==> config.mk <==
export PLATFORM = sky130hd
export DESIGN_NAME = intc_edge_prio
export DESIGN_NICKNAME = d
export VERILOG_FILES = /design/src/rtl/intc_edge_prio.sv
export SDC_FILE = /design/constraint.sdc
export NUM_CORES = 1
export LEC_CHECK = 0
export ABC_AREA = 1
export CAP_MARGIN = 5
export CORE_ASPECT_RATIO = 1.4
export CORE_MARGIN = 8
export CORE_UTILIZATION = 41
export CTS_CLUSTER_DIAMETER = 50
export DETAILED_ROUTE_END_ITERATION = 16
export GPL_TIMING_DRIVEN = 0
export HOLD_SLACK_MARGIN = 0.12
export PLACE_DENSITY_LB_ADDON = 0.08
export SLEW_MARGIN = 5
export SYNTH_ARGS = -nofsm -noshare
export SYNTH_HDL_FRONTEND = slang
export SYNTH_SLANG_ARGS = --single-unit
==> constraint.sdc <==
create_clock -name clk -period 2.2 [get_ports clk]
set_clock_uncertainty 0.1 [all_clocks]
set_input_delay 0.55 -clock clk [delete_from_list [all_inputs] [get_ports clk]]
set_output_delay 0.55 -clock clk [all_outputs]
set_load 0.02 [all_outputs]
==> src/rtl/intc_edge_prio.sv <==
// intc_edge_prio: edge-triggered, fixed-priority interrupt controller in front of the core INT input.
// Async lines are synchronised, rising edges latch sticky pending bits, the lowest-index
// enabled source is presented one-hot until acknowledged, and software reaches the
// PENDING / MASK / STATUS / LAT registers through a small bus slave.
// Optional build macro INTC_LATENCY_CNT_EN adds a request-to-ack latency capture in LAT.
module intc_edge_prio #(
    parameter int unsigned N_IRQ       = 4,
    parameter int unsigned SYNC_STAGES = 2
) (
    input  logic             clk,
    input  logic             rst,
    input  logic [N_IRQ-1:0] irq_in,
    output logic [N_IRQ-1:0] int_out,
    input  logic             int_ack,
    output logic [2:0]       irq_id,
    input  logic             bus_we,
    input  logic [1:0]       bus_addr,
    input  logic [31:0]      bus_wdata,
    output logic [31:0]      bus_rdata
);

    localparam int unsigned ID_W  = 3;
    localparam int unsigned LAT_W = 16;

    typedef enum logic [1:0] {
        ST_IDLE = 2'd0,
        ST_REQ  = 2'd1,
        ST_HOLD = 2'd2
    } state_e;

    logic [SYNC_STAGES-1:0][N_IRQ-1:0] sync_q;
    logic [N_IRQ-1:0] prev_q;
    logic [N_IRQ-1:0] pend_q, pend_d, pend_w;
    logic [N_IRQ-1:0] mask_q, mask_d;
    logic [N_IRQ-1:0] int_out_q, int_out_d;
    logic [ID_W-1:0]  irq_id_q, irq_id_d;
    state_e           state_q, state_d;

    logic [N_IRQ-1:0] rise, w1c, active, sel_oh, win_oh;
    logic [ID_W-1:0]  win_id;
    logic [31:0]      lat_rd;
    logic             unused_wdata;

    assign unused_wdata = ^bus_wdata[31:N_IRQ];

    // Edge detect, W1C strobe and the one-hot of the presented / winning source
    assign rise   = sync_q[SYNC_STAGES-1] & ~prev_q;
    assign w1c    = (bus_we && bus_addr == 2'd0) ? bus_wdata[N_IRQ-1:0] : '0;
    assign active = pend_q & mask_q;
    assign sel_oh = N_IRQ'(1) << irq_id_q;
    assign win_oh = N_IRQ'(1) << win_id;

    // Fixed priority: lowest enabled pending index wins
    always_comb begin
        win_id = '0;
        for (int unsigned i = 0; i < N_IRQ; i++) begin
            if (active[N_IRQ-1-i]) win_id = ID_W'(N_IRQ-1-i);
        end
    end

    // Next state, request output and register updates; new edges always win over clears
    always_comb begin
        state_d   = state_q;
        int_out_d = '0;
        irq_id_d  = irq_id_q;
        mask_d    = mask_q;
        pend_w    = (pend_q & ~w1c) | rise;
        pend_d    = pend_w;
        if (bus_we && bus_addr == 2'd1) mask_d = bus_wdata[N_IRQ-1:0];
        case (state_q)
            ST_IDLE: begin
                if (|active) begin
                    irq_id_d  = win_id;
                    int_out_d = win_oh;
                    state_d   = ST_REQ;
                end
            end
            ST_REQ: begin
                if (int_ack) begin
                    pend_d  = (pend_q & ~w1c & ~sel_oh) | rise;
                    state_d = ST_HOLD;
                end else if (~|(pend_w & mask_d & sel_oh)) begin
                    state_d = ST_IDLE;
                end else begin
                    int_out_d = sel_oh;
                end
            end
            ST_HOLD: state_d = ST_IDLE;
            default: state_d = ST_IDLE;
        endcase
    end

    // State and register storage
    always_ff @(posedge clk or negedge rst) begin
        if (!rst) begin
            sync_q    <= '0;
            prev_q    <= '0;
            pend_q    <= '0;
            mask_q    <= '0;
            int_out_q <= '0;
            irq_id_q  <= '0;
            state_q   <= ST_IDLE;
        end else begin
            sync_q    <= {sync_q[SYNC_STAGES-2:0], irq_in};
            prev_q    <= sync_q[SYNC_STAGES-1];
            pend_q    <= pend_d;
            mask_q    <= mask_d;
            int_out_q <= int_out_d;
            irq_id_q  <= irq_id_d;
            state_q   <= state_d;
        end
    end

`ifdef INTC_LATENCY_CNT_EN
    logic [LAT_W-1:0] lat_cnt_q, lat_cnt_d, lat_inc;
    logic [31:0]      lat_q, lat_d;

    assign lat_inc = (lat_cnt_q == {LAT_W{1'b1}}) ? lat_cnt_q : lat_cnt_q + LAT_W'(1);

    // Count cycles spent in REQ, capture on acknowledge together with the source id
    always_comb begin
        lat_cnt_d = lat_cnt_q;
        lat_d     = lat_q;
        if (state_q == ST_IDLE && state_d == ST_REQ) lat_cnt_d = '0;
        else if (state_q == ST_REQ)                  lat_cnt_d = lat_inc;
        if (state_q == ST_REQ && int_ack) lat_d = {16'(irq_id_q), lat_inc};
    end

    // Latency counter and capture register
    always_ff @(posedge clk or negedge rst) begin
        if (!rst) begin
            lat_cnt_q <= '0;
            lat_q     <= '0;
        end else begin
            lat_cnt_q <= lat_cnt_d;
            lat_q     <= lat_d;
        end
    end

    assign lat_rd = lat_q;
`else
    assign lat_rd = '0;
`endif

    // Combinational register read-back
    always_comb begin
        case (bus_addr)
            2'd0:    bus_rdata = 32'(pend_q);
            2'd1:    bus_rdata = 32'(mask_q);
            2'd2:    bus_rdata = 32'({state_q, irq_id_q});
            default: bus_rdata = lat_rd;
        endcase
    end

    assign int_out = int_out_q;
    assign irq_id  = irq_id_q;

endmodule

==> results of run 1 <==
-- sequential cells by signal, indices dropped and copies added, names as in the netlist --
name and cells:
int_out 4, irq_id 2, mask_q 4, pend_q 4, prev_q 4, state_q 2
sync_q 8
-- per-layer routing --
layer | vias up | global-route usage (%) | share of wire (%)
met3 | 14 | 3.10 | 7.6
met2 | 52 | 22.0 | 53
met1 | 543 | 12.1 | 35
met5 | - | 0 | 0
li1 | 597 | - | -
met4 | 0 | 7.80 | 4.3
-- what timing repair did --
item	CTS	global route
setup buffers	0	0
pin swaps	0	0
resized for setup	25	5
cloned	0	0
setup endpoints to repair	5	4
endpoints found under the hold margin	0	0
-- synthesized netlist by cell type, drive strengths merged --
cell / number / share of area, %
o21a: 2 / 1.0
nor3: 3 / 1.0
o31ai: 1 / 0.52
nor2: 21 / 6.3
o221ai: 3 / 1.8
dfrtp: 28 / 48
buf: 28 / 14
and2: 2 / 0.86
nand2: 25 / 6.5
a21oi: 8 / 3.3
inv: 24 / 6.2
conb: 1 / 0.26
o21ai: 7 / 2.4
nand3: 18 / 7.1
-- layout make-up --
cell class	count	area, sq um
plain buffers	28	210
clock buffers	3	41.3
clock inverters	1	30.0
fillers	324	1480
inverters	24	90.1
multi-input cells	118	558
flip-flops and latches	28	701
well taps	40	50.0
repair buffers	24	216
-- path summary, 6_finish.rpt --
kind / slack [ps] / end
max: 30 / bus_rdata[1]
min: 170 / sync_q[4]
max reg2reg: 730 / pend_q[0]
min reg2reg: 260 / sync_q[6]
max in group asynchronous: 1430 / int_out[3]
min in group clk: 260 / sync_q[6]
-- power by group --
group / internal (W) / switching [W]
combinational: 0.000255 / 0.000395
sequential: 0.000613 / 0.0000843
clock: 0.000244 / 0.000164
total: 0.00111 / 0.000643
-- through the flow --
step / area [sq um] / worst slack, ps / utilization [%] / total power (W) / std cells
floorplan: 1550 / 374 / - / 0.00112 / 198
global placement: 1840 / -704 / 54.6 / 0.00134 / 262
detailed placement: 1840 / -716 / 54.6 / 0.00135 / 262
CTS: 1890 / 0.955 / 56.0 / 0.00174 / 266
global route: 1900 / -32.4 / 56.1 / 0.00186 / 266
finish: 1900 / 27.7 / 56.1 / 0.00175 / 266
-- kinds of logic after synthesis --
family	Yosys count
simple gates	69
buf+inv	52
other cells	1
compound gates	21
flops	28
-- worst max-delay path, cell delays in order --
cell	delay (ps)
dlygate4sd2_1	310
inv_2	110
nand2_1	130
o221ai_1	240
buf_4	180
==> results.json, run 1 <==
{
  "numCtsBuffers": 3,
  "start_util_pct": 43.0,
  "slew_viol_final": 0,
  "worstSetupStartpoint": "bus_addr[1]",
  "final_common_cell": "buf_4",
  "clock_sinks": 28,
  "globalRoute.totalOverflow": 0,
  "rr_worst_depth": 5,
  "mostFrequentLayoutCells": "buf_4 (31), conb_1 (28), dfrtp_1 (28)",
  "synthXorXnorAreaFrac_pct": 0,
  "synth_adder_area_share_pct": 0,
  "dp_hpwl_mm": 2.72,
  "cp.arrival_ps": 1520,
  "antenna_found_initial": 0,
  "die_height_microns": 86.4,
  "routed_wl_mm": 3.34,
  "diodes": 0,
  "post_drt_wl_per_cell_microns": 12.6,
  "io_pins": 81,
  "core-area_sq_um": 3380,
  "vias": 1206,
  "worstSetupPathType": "input pin to output port",
  "cts_hold_buf": 0,
  "grtUsageTotal_pct": 12.3,
  "synthSimpleGateAreaFrac_pct": 21.7,
  "ir_drop_mv": 0.626,
  "ys_seq_area_share_pct": 48.3,
  "globalplace.congestion": 0.957,
  "routed_via_density": 4.53,
  "critPathLaunchType": "input pin",
  "worstPathMaxFanout": 4,
  "fp.dieArea_sq_um": 5730,
  "rsz0062_at_grt": "yes",
  "reg2reg_from": "state_q[0]",
  "grt_max_degree": 29,
  "clk_latency_ps": 280,
  "syn_area_sq_um": 1450,
  "clockRootBuffer": "clkbuf_8",
  "clk_path_buf_depth": 2,
  "hold_path.class": "input pin to asynchronous set/reset pin",
  "relSlewSlack_pct": 59.6,
  "muxShareOfSynthArea_pct": 0,
  "min_period_ps": 2170,
  "cap_violations": 0,
  "row_count": 25,
  "antenna_left": 0,
  "max_freq_mhz": 460,
  "crit_path_end_kind": "output port",
  "postSynthAreaPerCell_sq_um": 8.49,
  "syn_inst": 171,
  "synth_top_family_by_area": "simple AND/OR/NAND/NOR gates",
  "die_w_microns": 66.3,
  "p_leak_nw": 1.00,
  "grt_pass1_wl_mm": 5.66,
  "holdWs_ps": 169,
  "drt-initial-drc-count": 49,
  "required_ps": 1550,
  "htreeDepth": 1,
  "synth_warnings": 0,
  "finalNetCount": 269,
  "final-hold-violation-count": 0,
  "drive_above_1_share_pct": 20.8,
  "fin_crit_sh_pct": 98.7,
  "ys_types": 19,
  "synth_compound_area_share_pct": 9.05,
  "clkTransAtPathRegs_ps": 100,
  "synthToLayoutAreaGrowth_pct": 30.7,
  "finalSetupViolCount": 0,
  "first_pass_iters": 5,
  "worst_slew_pin_slew_ps": 606,
  "setup-tns-final_ps": 0,
  "yosys_register_bits": 28,
  "status": "completed",
  "cellPowerDensity_nw_per_um2": 925,
  "portBuffers": 24,
  "route.detailed.drc": 0,
  "grt_pass1_vias": 1251,
  "cts_tree": "built"
}
Note: power is estimated with default switching activity, not from simulation.
==> run 2: changes to the inputs <==
--- a/config.mk
+++ b/config.mk
@@ -8,14 +8,13 @@
 export ABC_AREA = 1
 export CAP_MARGIN = 5
 export CORE_ASPECT_RATIO = 1.4
-export CORE_MARGIN = 8
+export CORE_MARGIN = 2
 export CORE_UTILIZATION = 41
 export CTS_CLUSTER_DIAMETER = 50
 export DETAILED_ROUTE_END_ITERATION = 16
 export GPL_TIMING_DRIVEN = 0
 export HOLD_SLACK_MARGIN = 0.12
 export PLACE_DENSITY_LB_ADDON = 0.08
-export SLEW_MARGIN = 5
 export SYNTH_ARGS = -nofsm -noshare
 export SYNTH_HDL_FRONTEND = slang
 export SYNTH_SLANG_ARGS = --single-unit
==> run 2 against run 1 <==
Combinational power about the same. Clock power down 23%. Setup slack better by 30 ps. Count of clock-buffer cells in the layout up 1. Utilization down 0.33 points. Critical path depth down 1. Non-clock buffer count unchanged. Critical path type unchanged.
==> results.json, run 2 (synthesis gave the netlist of run 1 again) <==
{
  "status": "completed",
  "cts_hold_buf": 0,
  "relSlewSlack_pct": 60.3,
  "busiest_layer": "met2",
  "clock_sinks": 28,
  "max_freq_mhz": 467,
  "drt-initial-drc-count": 40,
  "switchingPower_w": 0.000630,
  "antenna_left": 0,
  "pwr-share-clk_pct": 18.9,
  "drive_above_1_share_pct": 22.1,
  "p_leak_nw": 0.994,
  "htreeDepth": 1,
  "cp.arrival_ps": 1490,
  "grt_pass1_wl_mm": 4.65,
  "r2r_end": "pend_q[2]",
  "hold_path.class": "input pin to asynchronous set/reset pin",
  "finalNetCount": 269,
  "pwr-share-comb_pct": 39.1,
  "routed_via_density": 4.57,
  "vias": 1215,
  "die_w_microns": 54.3,
  "grt_max_degree": 29,
  "final_common_cell": "buf_4",
  "r2r_slack_ps": 610,
  "holdWs_ps": 170,
  "slew_viol_final": 0,
  "mostFrequentLayoutCells": "buf_4 (29), conb_1 (28), dfrtp_1 (28)",
  "reg2reg_from": "state_q[0]",
  "core-area_sq_um": 3380,
  "finalSetupViolCount": 0,
  "cellPowerDensity_nw_per_um2": 879,
  "io_pins": 81,
  "synthToLayoutAreaGrowth_pct": 29.9,
  "worst_slew_pin_slew_ps": 596,
  "intPower_w": 0.00103,
  "p_seq_share_pct": 42.0,
  "largest_register_ffs": 8,
  "final-hold-violation-count": 0,
  "routed_wl_mm": 2.92,
  "route.detailed.drc": 0,
  "clockRootBuffer": "clkbuf_8",
  "cts_resized": 23,
  "grtUsageTotal_pct": 16.1,
  "start_util_pct": 43.0,
  "globalplace.congestion": 0.898,
  "critPathLaunchType": "input pin",
  "grt_pass1_vias": 1087,
  "clk_latency_ps": 280,
  "diodes": 0,
  "ir_drop_mv": 0.454,
  "clk_path_buf_depth": 2,
  "cts_tree": "built",
  "post_cts_buffers": 0,
  "grtUsageMet1_pct": 19.0,
  "post_drt_wl_per_cell_microns": 11.0,
  "worstPathMaxFanout": 4,
  "fin_ws_ps": 57.5,
  "cap_violations": 0,
  "dp_slack_ps": -731,
  "fp.dieArea_sq_um": 4040,
  "fin_crit_sh_pct": 97.4,
  "portBuffers": 24,
  "min_period_ps": 2140,
  "die_height_microns": 74.4,
  "numCtsBuffers": 3,
  "clkTransAtPathRegs_ps": 80,
  "grt_util_met2_pct": 26.9,
  "row_count": 25,
  "switching_share_pct": 38.0,
  "dp_hpwl_mm": 2.31,
  "rsz0062_at_grt": "no",
  "globalRoute.totalOverflow": 0,
  "antenna_found_initial": 0,
  "crit_path_end_kind": "output port",
  "top_register": "sync_q",
  "worstSetupPathType": "input pin to output port",
  "rr_worst_depth": 5,
  "globalRouteMet3Util_pct": 2.81,
  "required_ps": 1550,
  "first_pass_iters": 5
}
[run 2: cell types whose count changed in the layout (fill, tap and decap cells not counted)]
cell / before / now
buf_4: 31 / 29
buf_2: 2 / 3
bufinv_16: 1 / 0
clkbuf_2: 1 / 2
clkbuf_8: 3 / 4
clkdlybuf4s15_1: 1 / 0
clkdlybuf4s15_2: 0 / 1
nand2_1: 25 / 24
nand2_2: 0 / 1
o21ai_0: 7 / 6
o21ai_1: 0 / 1
o221ai_1: 2 / 1
o221ai_2: 1 / 2
[run 2: cell type report]
type | instances | area (sq um)
Timing Repair Buffer | 24 | 213
Multi-Input combinational cell | 118 | 567
Clock buffer | 4 | 55.1
Fill cell | 310 | 1490
Sequential cell | 28 | 701
Buffer | 28 | 210
Inverter | 24 | 90.1
Tap cell | 40 | 50.0
[run 2: stage by stage]
stage | instance area, sq um | instances | TNS [ps] | util (%) | total power [W]
2_1_floorplan | 1550 | 198 | 0 | - | 0.00112
3_3_place_gp | 1840 | 262 | -3170 | 54.6 | 0.00133
3_5_place_dp | 1840 | 262 | -3290 | 54.6 | 0.00135
4_1_cts | 1880 | 266 | 0 | 55.7 | 0.00165
5_1_grt | 1890 | 266 | 0 | 55.8 | 0.00178
6_report | 1890 | 266 | 0 | 55.8 | 0.00166
[run 2: worst max-delay path by stage]
stage / start / to / slack, ps / cells after the start
after floorplan: bus_addr[1] / bus_rdata[2] / 370 / 3
after global placement: bus_addr[0] / bus_rdata[0] / -690 / 4
after detailed placement: bus_addr[0] / bus_rdata[0] / -730 / 4
after CTS: bus_addr[1] / bus_rdata[2] / 0.4 / 5
after global routing: bus_addr[1] / bus_rdata[2] / 9 / 5
final: bus_addr[1] / bus_rdata[3] / 60 / 4
[run 2: worst max-delay path: stages]
cell           delay (ps)
dlygate4sd2_1         320
nand2_1               210
o221ai_1              230
buf_4                 180
[run 2: layer usage]
layer | share of wire (%) | vias up
met4 | 2.6 | 0
met3 | 7.4 | 9
met1 | 36 | 551
li1 | - | 592
met5 | 0 | -
met2 | 54 | 63
[run 2: power by group through the flow]
stage	Combinational, W	Clock, W	Sequential [W]
finish	0.000648	0.000313	0.000696
global placement	0.000633	0	0.000697
detailed placement	0.000646	0	0.000705
global route	0.000722	0.000348	0.000709
CTS	0.000633	0.000320	0.000694
floorplan	0.000386	0	0.000730
